<file path="src/rtl/ram_operand_multiplier.sv">
// ram_operand_multiplier
//   Fetches two operands over the operand RAM's two read ports, multiplies
//   them with a serial unsigned shift-add (one multiplier bit per clock, LSB
//   first), then writes the product through the RAM's multiplier write port.
//   Latency is fixed: the write strobe is high in the cycle after edge
//   E0+2+DATA_WIDTH, where E0 is the edge that accepts the start.
//
// Ports
//   Clock, Reset                 rising-edge clock, async active-high reset
//   iStart                       request, sampled only while idle
//   iAddrA, iAddrB               operand addresses, latched on accepted start
//   oReadAddress0/1              RAM read addresses (operand A / B)
//   iDataOut0/1                  RAM read data (registered, 1-cycle latency)
//   oMulEnable, oDataInMul       RAM multiplier write strobe and product
//   oBusy                        operation in flight
//   oDone                        one-cycle pulse, coincident with oMulEnable
//
// Configuration
//   MUL_SATURATE_EN  when defined, a product that overflows DATA_WIDTH bits
//                    is written as all ones; otherwise the low word is
//                    written (wrap-around).
module ram_operand_multiplier #(
  parameter int DATA_WIDTH = 16,
  parameter int ADDR_WIDTH = 8
) (
  input  logic                  Clock,
  input  logic                  Reset,
  input  logic                  iStart,
  input  logic [ADDR_WIDTH-1:0] iAddrA,
  input  logic [ADDR_WIDTH-1:0] iAddrB,
  output logic [ADDR_WIDTH-1:0] oReadAddress0,
  output logic [ADDR_WIDTH-1:0] oReadAddress1,
  input  logic [DATA_WIDTH-1:0] iDataOut0,
  input  logic [DATA_WIDTH-1:0] iDataOut1,
  output logic                  oMulEnable,
  output logic [DATA_WIDTH-1:0] oDataInMul,
  output logic                  oBusy,
  output logic                  oDone
);

  localparam int CW = (DATA_WIDTH > 1) ? $clog2(DATA_WIDTH) : 1;
  localparam int AW = 2 * DATA_WIDTH;

  typedef enum logic [2:0] {
    S_IDLE, S_WAIT, S_LOAD, S_MUL, S_WRITE
  } state_t;

  state_t                state, state_d;
  logic [DATA_WIDTH-1:0] a, a_d, b, b_d;
  logic [AW-1:0]         acc, acc_d, acc_sum;
  logic [CW-1:0]         cnt, cnt_d;
  logic [ADDR_WIDTH-1:0] ra0_d, ra1_d;
  logic [DATA_WIDTH-1:0] prod_d, result;
  logic                  en_d, done_d, busy_d;
  logic                  last;

  // Partial product for the current multiplier bit; the last MUL edge both
  // folds in the final bit and loads the product, so the result is taken
  // from this sum rather than from acc.
  assign acc_sum = acc + (b[0] ? ({{DATA_WIDTH{1'b0}}, a} << cnt) : '0);
  assign last    = (cnt == CW'(DATA_WIDTH - 1));

`ifdef MUL_SATURATE_EN
  assign result = (|acc_sum[AW-1:DATA_WIDTH]) ? '1 : acc_sum[DATA_WIDTH-1:0];
`else
  assign result = acc_sum[DATA_WIDTH-1:0];
`endif

  // state register + all registered outputs / datapath
  always_ff @(posedge Clock or posedge Reset) begin
    if (Reset) begin
      state         <= S_IDLE;
      a             <= '0;
      b             <= '0;
      acc           <= '0;
      cnt           <= '0;
      oReadAddress0 <= '0;
      oReadAddress1 <= '0;
      oDataInMul    <= '0;
      oMulEnable    <= 1'b0;
      oDone         <= 1'b0;
      oBusy         <= 1'b0;
    end else begin
      state         <= state_d;
      a             <= a_d;
      b             <= b_d;
      acc           <= acc_d;
      cnt           <= cnt_d;
      oReadAddress0 <= ra0_d;
      oReadAddress1 <= ra1_d;
      oDataInMul    <= prod_d;
      oMulEnable    <= en_d;
      oDone         <= done_d;
      oBusy         <= busy_d;
    end
  end

  // next state
  always_comb begin
    state_d = state;
    case (state)
      S_IDLE:  if (iStart) state_d = S_WAIT;
      S_WAIT:  state_d = S_LOAD;
      S_LOAD:  state_d = S_MUL;
      S_MUL:   if (last) state_d = S_WRITE;
      S_WRITE: state_d = S_IDLE;
      default: state_d = S_IDLE;
    endcase
  end

  // next values of outputs and datapath registers
  always_comb begin
    a_d    = a;
    b_d    = b;
    acc_d  = acc;
    cnt_d  = cnt;
    ra0_d  = oReadAddress0;
    ra1_d  = oReadAddress1;
    prod_d = oDataInMul;
    en_d   = oMulEnable;
    done_d = oDone;
    busy_d = oBusy;
    case (state)
      S_IDLE: if (iStart) begin
        ra0_d  = iAddrA;
        ra1_d  = iAddrB;
        busy_d = 1'b1;
      end
      S_LOAD: begin
        a_d   = iDataOut0;
        b_d   = iDataOut1;
        acc_d = '0;
        cnt_d = '0;
      end
      S_MUL: begin
        acc_d = acc_sum;
        b_d   = b >> 1;
        cnt_d = cnt + 1'b1;
        if (last) begin
          prod_d = result;
          en_d   = 1'b1;
          done_d = 1'b1;
        end
      end
      S_WRITE: begin
        en_d   = 1'b0;
        done_d = 1'b0;
        busy_d = 1'b0;
      end
      default: ;
    endcase
  end

endmodule

</file>
<file path="config.mk">
export PLATFORM = sky130hd
export DESIGN_NAME = ram_operand_multiplier
export DESIGN_NICKNAME = d
export VERILOG_FILES = /design/src/rtl/ram_operand_multiplier.sv
export SDC_FILE = /design/constraint.sdc
export NUM_CORES = 1
export LEC_CHECK = 0
export CORE_MARGIN = 2
export CORE_UTILIZATION = 53
export DETAILED_ROUTE_END_ITERATION = 16
export PLACE_DENSITY = 0.83
export SLEW_MARGIN = 20
export SYNTH_ARGS = -nofsm -noshare
export SYNTH_HDL_FRONTEND = slang
export SYNTH_SLANG_ARGS = --single-unit
</file>
<file path="constraint.sdc">
create_clock -name Clock -period 3.55 [get_ports Clock]
set_clock_uncertainty 0.1 [all_clocks]
set_input_delay 0.5325 -clock Clock [delete_from_list [all_inputs] [get_ports Clock]]
set_output_delay 0.5325 -clock Clock [all_outputs]
set_load 0.05 [all_outputs]
</file>
=== Word level (Yosys, flattened, before mapping) ===
Index checks and enable logic that the tools add are counted.

* Output and inout port bits: 35
* Input port bits: 51
* Word-level logic and storage cells: 40
* Register bits after elaboration: 105

* Multiplexer cells: 11
* Reductions and logical operators: 9
* $add $sub $neg: 2
* Equality and inequality tests: 7
* Shift-type cells: 1

{| class="wikitable"
|+ Operators with widths
! kind !! number
|-
| $pmux 32 s2 || 1
|-
| $add 32x32->32 || 1
|-
| $mux 32 || 1
|-
| $pmux 16 s2 || 1
|-
| $shl 16x4->32 || 1
|-
| $pmux 3 s4 || 1
|-
| $reduce_and 2->1 || 5
|-
| $pmux 4 s2 || 1
|-
| $eq 3x2->1 const B || 2
|-
| $mux 3 || 2
|-
| $reduce_bool 2->1 || 3
|-
| $add 4x1->4 const B || 1
|-
| $eq 4x4->1 const B || 1
|-
| $ne 2x2->1 const B || 2
|-
| $pmux 1 s2 || 2
|-
| $eq 3x1->1 const B || 1
|-
| $eq 3x3->1 const B || 1
|-
| $logic_not 3->1 || 1
|-
| $mux 1 || 2
|}

=== Logic depth before layout (Yosys ltp) ===
* Word-level depth: 4
* Depth in mapped cells: 16
* Mapped depth without buffers: 15

=== Worst setup path after synthesis ===
Ideal clock, no wire load.

* Path type: reg-to-reg
* From: register cnt[1]
* To: register oDataInMul[15]
* Setup time: 0.125 ns
* Setup slack: 0.348 ns
* Data required time: 3.325 ns
* Stages on the path, launching flop included: 16
* Buffers on the path: 1
* Clock period less this slack: 3.202 ns
* Arrival: 2.977 ns
* Cell sequence: dfrtp_1 > buf_6 > mux2_2 > o21ai_0 > nor2_1 > a21oi_1 > o22ai_1 > and2_1 > ha_1 > and4_1 > nand2_1 > o211ai_1 > a31o_1 > a221oi_2 > xnor2_1 > mux2_2

* Longest elaborated chain between the ends: 3
* Elaborated cells on any way between the ends: 5
* Classes of those cells: 1 x add/sub; 1 x eq/ne; 1 x shift; 1 x mux; 1 x reduce/logical

{| class="wikitable"
|+ RTL lines
! what !! line !! source
|-
| start: declaration || 51 || <nowiki>logic [CW-1:0] cnt, cnt_d;</nowiki>
|-
| start signal: assignment || 88 || <nowiki>cnt <= cnt_d;</nowiki>
|-
| $shl 16x4->32 || 60 || <nowiki>assign acc_sum = acc + (b[0] ? ({{DATA_WIDTH{1'b0}}, a} << cnt) : '0);</nowiki>
|-
| $mux 32 || 60 ||
|-
| $add 32x32->32 || 60 ||
|-
| end signal: assignment || 91 || <nowiki>oDataInMul <= prod_d;</nowiki>
|-
| end: declaration || 36 || <nowiki>output logic [DATA_WIDTH-1:0] oDataInMul,</nowiki>
|}

Parallel ways exist; a longest one is shown, timed or not.
A chain may end at the register's enable or synchronous reset.

=== Final worst setup path ===
* From: register cnt[1]
* To: register oDataInMul[12]

The elaborated chain is that of the path after synthesis.

==> results by group <==
Synthesis
  – Synth Area per Inst: 10.56 sq um
  – Net count after synthesis: 525
  – Cells after synthesis: 457
  – Synth unique cells: 46
  – Ys async rst share: 1.000
  – Main area contributors after synthesis: dfrtp_1 46%, mux2_2 10%, mux2i_1 5.4%
  – Post-synthesis register bit count: 89
  – Post-synth top area share: 0.4616
  – Seq/Total Area, Yosys: 0.4616
  – Synth warn: 0
  – Netlist Area Pre-Place: 4825 sq um
  – Synth area leader: dfrtp_1
  – Post-synth top flop: dfrtp_1
  – EDFF count, synth: 0

Clocking
  – CTS Buffer Depth: 2
  – # H-tree levels: 3
  – Clock Latency Late Sink: around 0.36 ns
  – Worst-path clk slew: 0.09 ns
  – CTS buffer count: 9
  – CTS tree: built
  – Clock Sinks: 89
  – CTS root buf: clkbuf_8

Worst setup path
  – Crit path DAT: 3.47 ns
  – CP required: 3.70 ns
  – Startpoint types: register
  – Worst Setup End Kind: register
  – Slowest CP cell: mux4_1
  – Maximum fanout along the worst path: 8
  – Crit-path leading delay family: multiplexers
  – Buffers plus inverters on the worst setup path: 1
  – Critical path cell sequence: buf_4 > mux4_1 > mux2i_1 > nor2_1 > ha_1 > a2111o_1 > o211ai_1 > a31oi_1 > xor2_1 > mux2_2
  – Slowest stage delay, CP: 0.54 ns
  – Crit Path Category: reg -> reg

Timing
  – Highest Clock Rate: 0.3015 GHz
  – Slew headroom: 0.3715
  – RSZ-0062 raised after global routing: no
  – Final setup TNS: 0 ns
  – Fin crit share: 0.9344
  – Count of pins over their slew limit: 0
  – Crit path time final: 3.317 ns
  – Final setup violating endpoints: 0
  – Final Hold Viols: 0
  – Worst Max-Slew Pin Slew: 0.9405 ns

Final layout
  – Sequential cell area: 2230 sq um
  – Layout Nets: 613
  – P&R area growth vs syn: 25.29%
  – Cell Count, Final, Fillers Out: 658
  – Layout cell share with drive strength beyond 1: 0.1673
  – Fin util: 0.6897
  – Fill cells: 651
  – Multi-input logic area: 2427 sq um
  – Antenna cells: 0

Floorplanning
  – Initial core utilization: 0.5505
  – Die H: 99.41 microns
  – Core Rows: 34
  – Die Width: 99.41 microns
  – CORE AREA: ~8800 sq um
  – Boundary pin count: 86
  – Overall die area: 9882 sq um

Routing
  – DR pass1 iterations: 4
  – DRC: 0
  – Starting DRT DRC Count: 183
  – Antenna viol nets, final: 0
  – Vias per inst: 5.637
  – DR vias: 3,709
  – Routed WL per cell: 16.13 microns
  – WL final: 10,610 microns

Placed design
  – Final Wtd Congestion: about 0.96
  – Placed cell count: approximately 640
  – IO buf count: 85
  – Dpl hpwl: 7712 microns

Run status
  – Status: finished, final reports clean

Global routing
  – Total GRT Usage: 0.2325
  – Vias in the first global route: approximately 3,900
  – Antenna violations before repair: 0
  – Grt ovf: 0
  – Largest net degree at the start of global routing: 47
  – Global-route wire length before repair: 18,580 microns

Power and ir drop
  – Power Density: about 1100 nW/um^2
  – Leakage power: around 2.9 nW
  – Max rail drop VDD: 0.0005530 V
  – Pwr Total: approximately 6.8 mW

Worst hold path
  – Worst Hold Class: reg -> reg

Flow run
  – Max cap viols: 0
[through the flow]
stage	setup slack [ns]	cell area, sq um	hold slack [ns]
after floorplan	0.3483	4825	0.3453
after global placement	0.1699	5812	0.3570
after detailed placement	0.09342	5812	0.3664
after CTS	0.01529	6012	0.3894
after global routing	0.02109	6045	0.4216
final	0.2328	6045	0.3833
[final timing paths]
check | startpoint | to | slack (ns) | cells after the start
worst max-delay path | cnt[1] | oDataInMul[12] | 0.23 | 10
worst min-delay path | oDataInMul[11] | oDataInMul[11] | 0.38 | 2
worst max register to register | cnt[1] | oDataInMul[12] | 0.23 | 10
worst min register to register | oDataInMul[11] | oDataInMul[11] | 0.38 | 2
max in group asynchronous | Reset | cnt[1] | 2.15 | 3
min in group asynchronous | Reset | oReadAddress0[1] | 0.50 | 2
[worst register-to-register path: stages (launching register included)]
cell and delay [ns]:
dfrtp_2 0.47, buf_4 0.16, mux4_1 0.54, mux2i_1 0.24
nor2_1 0.08, ha_1 0.34, a2111o_1 0.44, o211ai_1 0.27
a31oi_1 0.14, xor2_1 0.17, mux2_2 0.27
[cells by family after synthesis]
kind of cell | Yosys count | share of synthesized area
mux | 77 | 0.1909
compound gates | 99 | 0.1315
flops | 89 | 0.4616
fa+ha+maj | 17 | 0.04564
buf+inv | 39 | 0.03656
xor+xnor | 13 | 0.02360
simple gates | 123 | 0.1102
[cell usage after synthesis (all sizes together) (2+ instances only)]
cell     n
dfrtp   89
nand2   52
mux2    44
nor2    41
a21oi   38
mux2i   26
o21ai   21
ha      16
clkbuf  15
inv     13
a22o    11
buf     11
and2     9
mux4     7
xor2     7
a21o     6
nand3    6
xnor2    6
o22ai    5
and3     3
nand2b   3
nor2b    3
o211a    3
o31ai    3
a31oi    2
nor3     2
o211ai   2
o21a     2
[layout by cell type, fill, tap and decap left out, types with 7 or more instances in the layout]
cell type	netlist	final
and2_1	9	9
buf_4	2	16
dfrtp_1	89	87
mux2_2	44	44
inv_1	13	12
mux2i_1	26	25
o21ai_0	19	18
ha_1	16	16
nor2_1	41	41
clkbuf_8	0	9
clkdlybuf4s50_1	0	85
a22o_1	11	11
a21oi_1	36	36
nand2_1	52	52
xor2_1	7	7
[flip-flops by register name (all words and copies together), names as in the netlist]
signal and flops:
oDone 1, state 3, oDataInMul 16, oBusy 1, acc 16, oReadAddress0 8, oReadAddress1 8, b 16
cnt 4, a 16
[metal layers]
layer | global-route usage | routed length, microns
met1 | 0.3058 | 4594
met5 | 0 | 0
met4 | 0.08641 | 197
met3 | 0.05833 | 702
met2 | 0.3747 | 5118
[power breakdown]
part	switching [mW]	total [mW]	internal, mW	leakage, nW
Combinational	2.30	4.18	1.88	1.68
Clock	0.384	0.714	0.330	0.0962
Sequential	0.361	1.87	1.51	1.10
[cell type report]
class                      instances  share of cell area
clock buffer                       9             0.02049
sequential                        89              0.3689
inverter                          13            0.008280
clock inverter                     7             0.01263
timing repair buffer             103              0.1658
tap                              108             0.02236
multi-input combinational        329              0.4016
[repair_timing]
action                     in CTS  in global routing
buffers inserted                0                  3
setup endpoints to repair       0                  8
gates resized for setup         0                  5
hold buffers                    0                  0
Power figures use the tool's default switching activity.
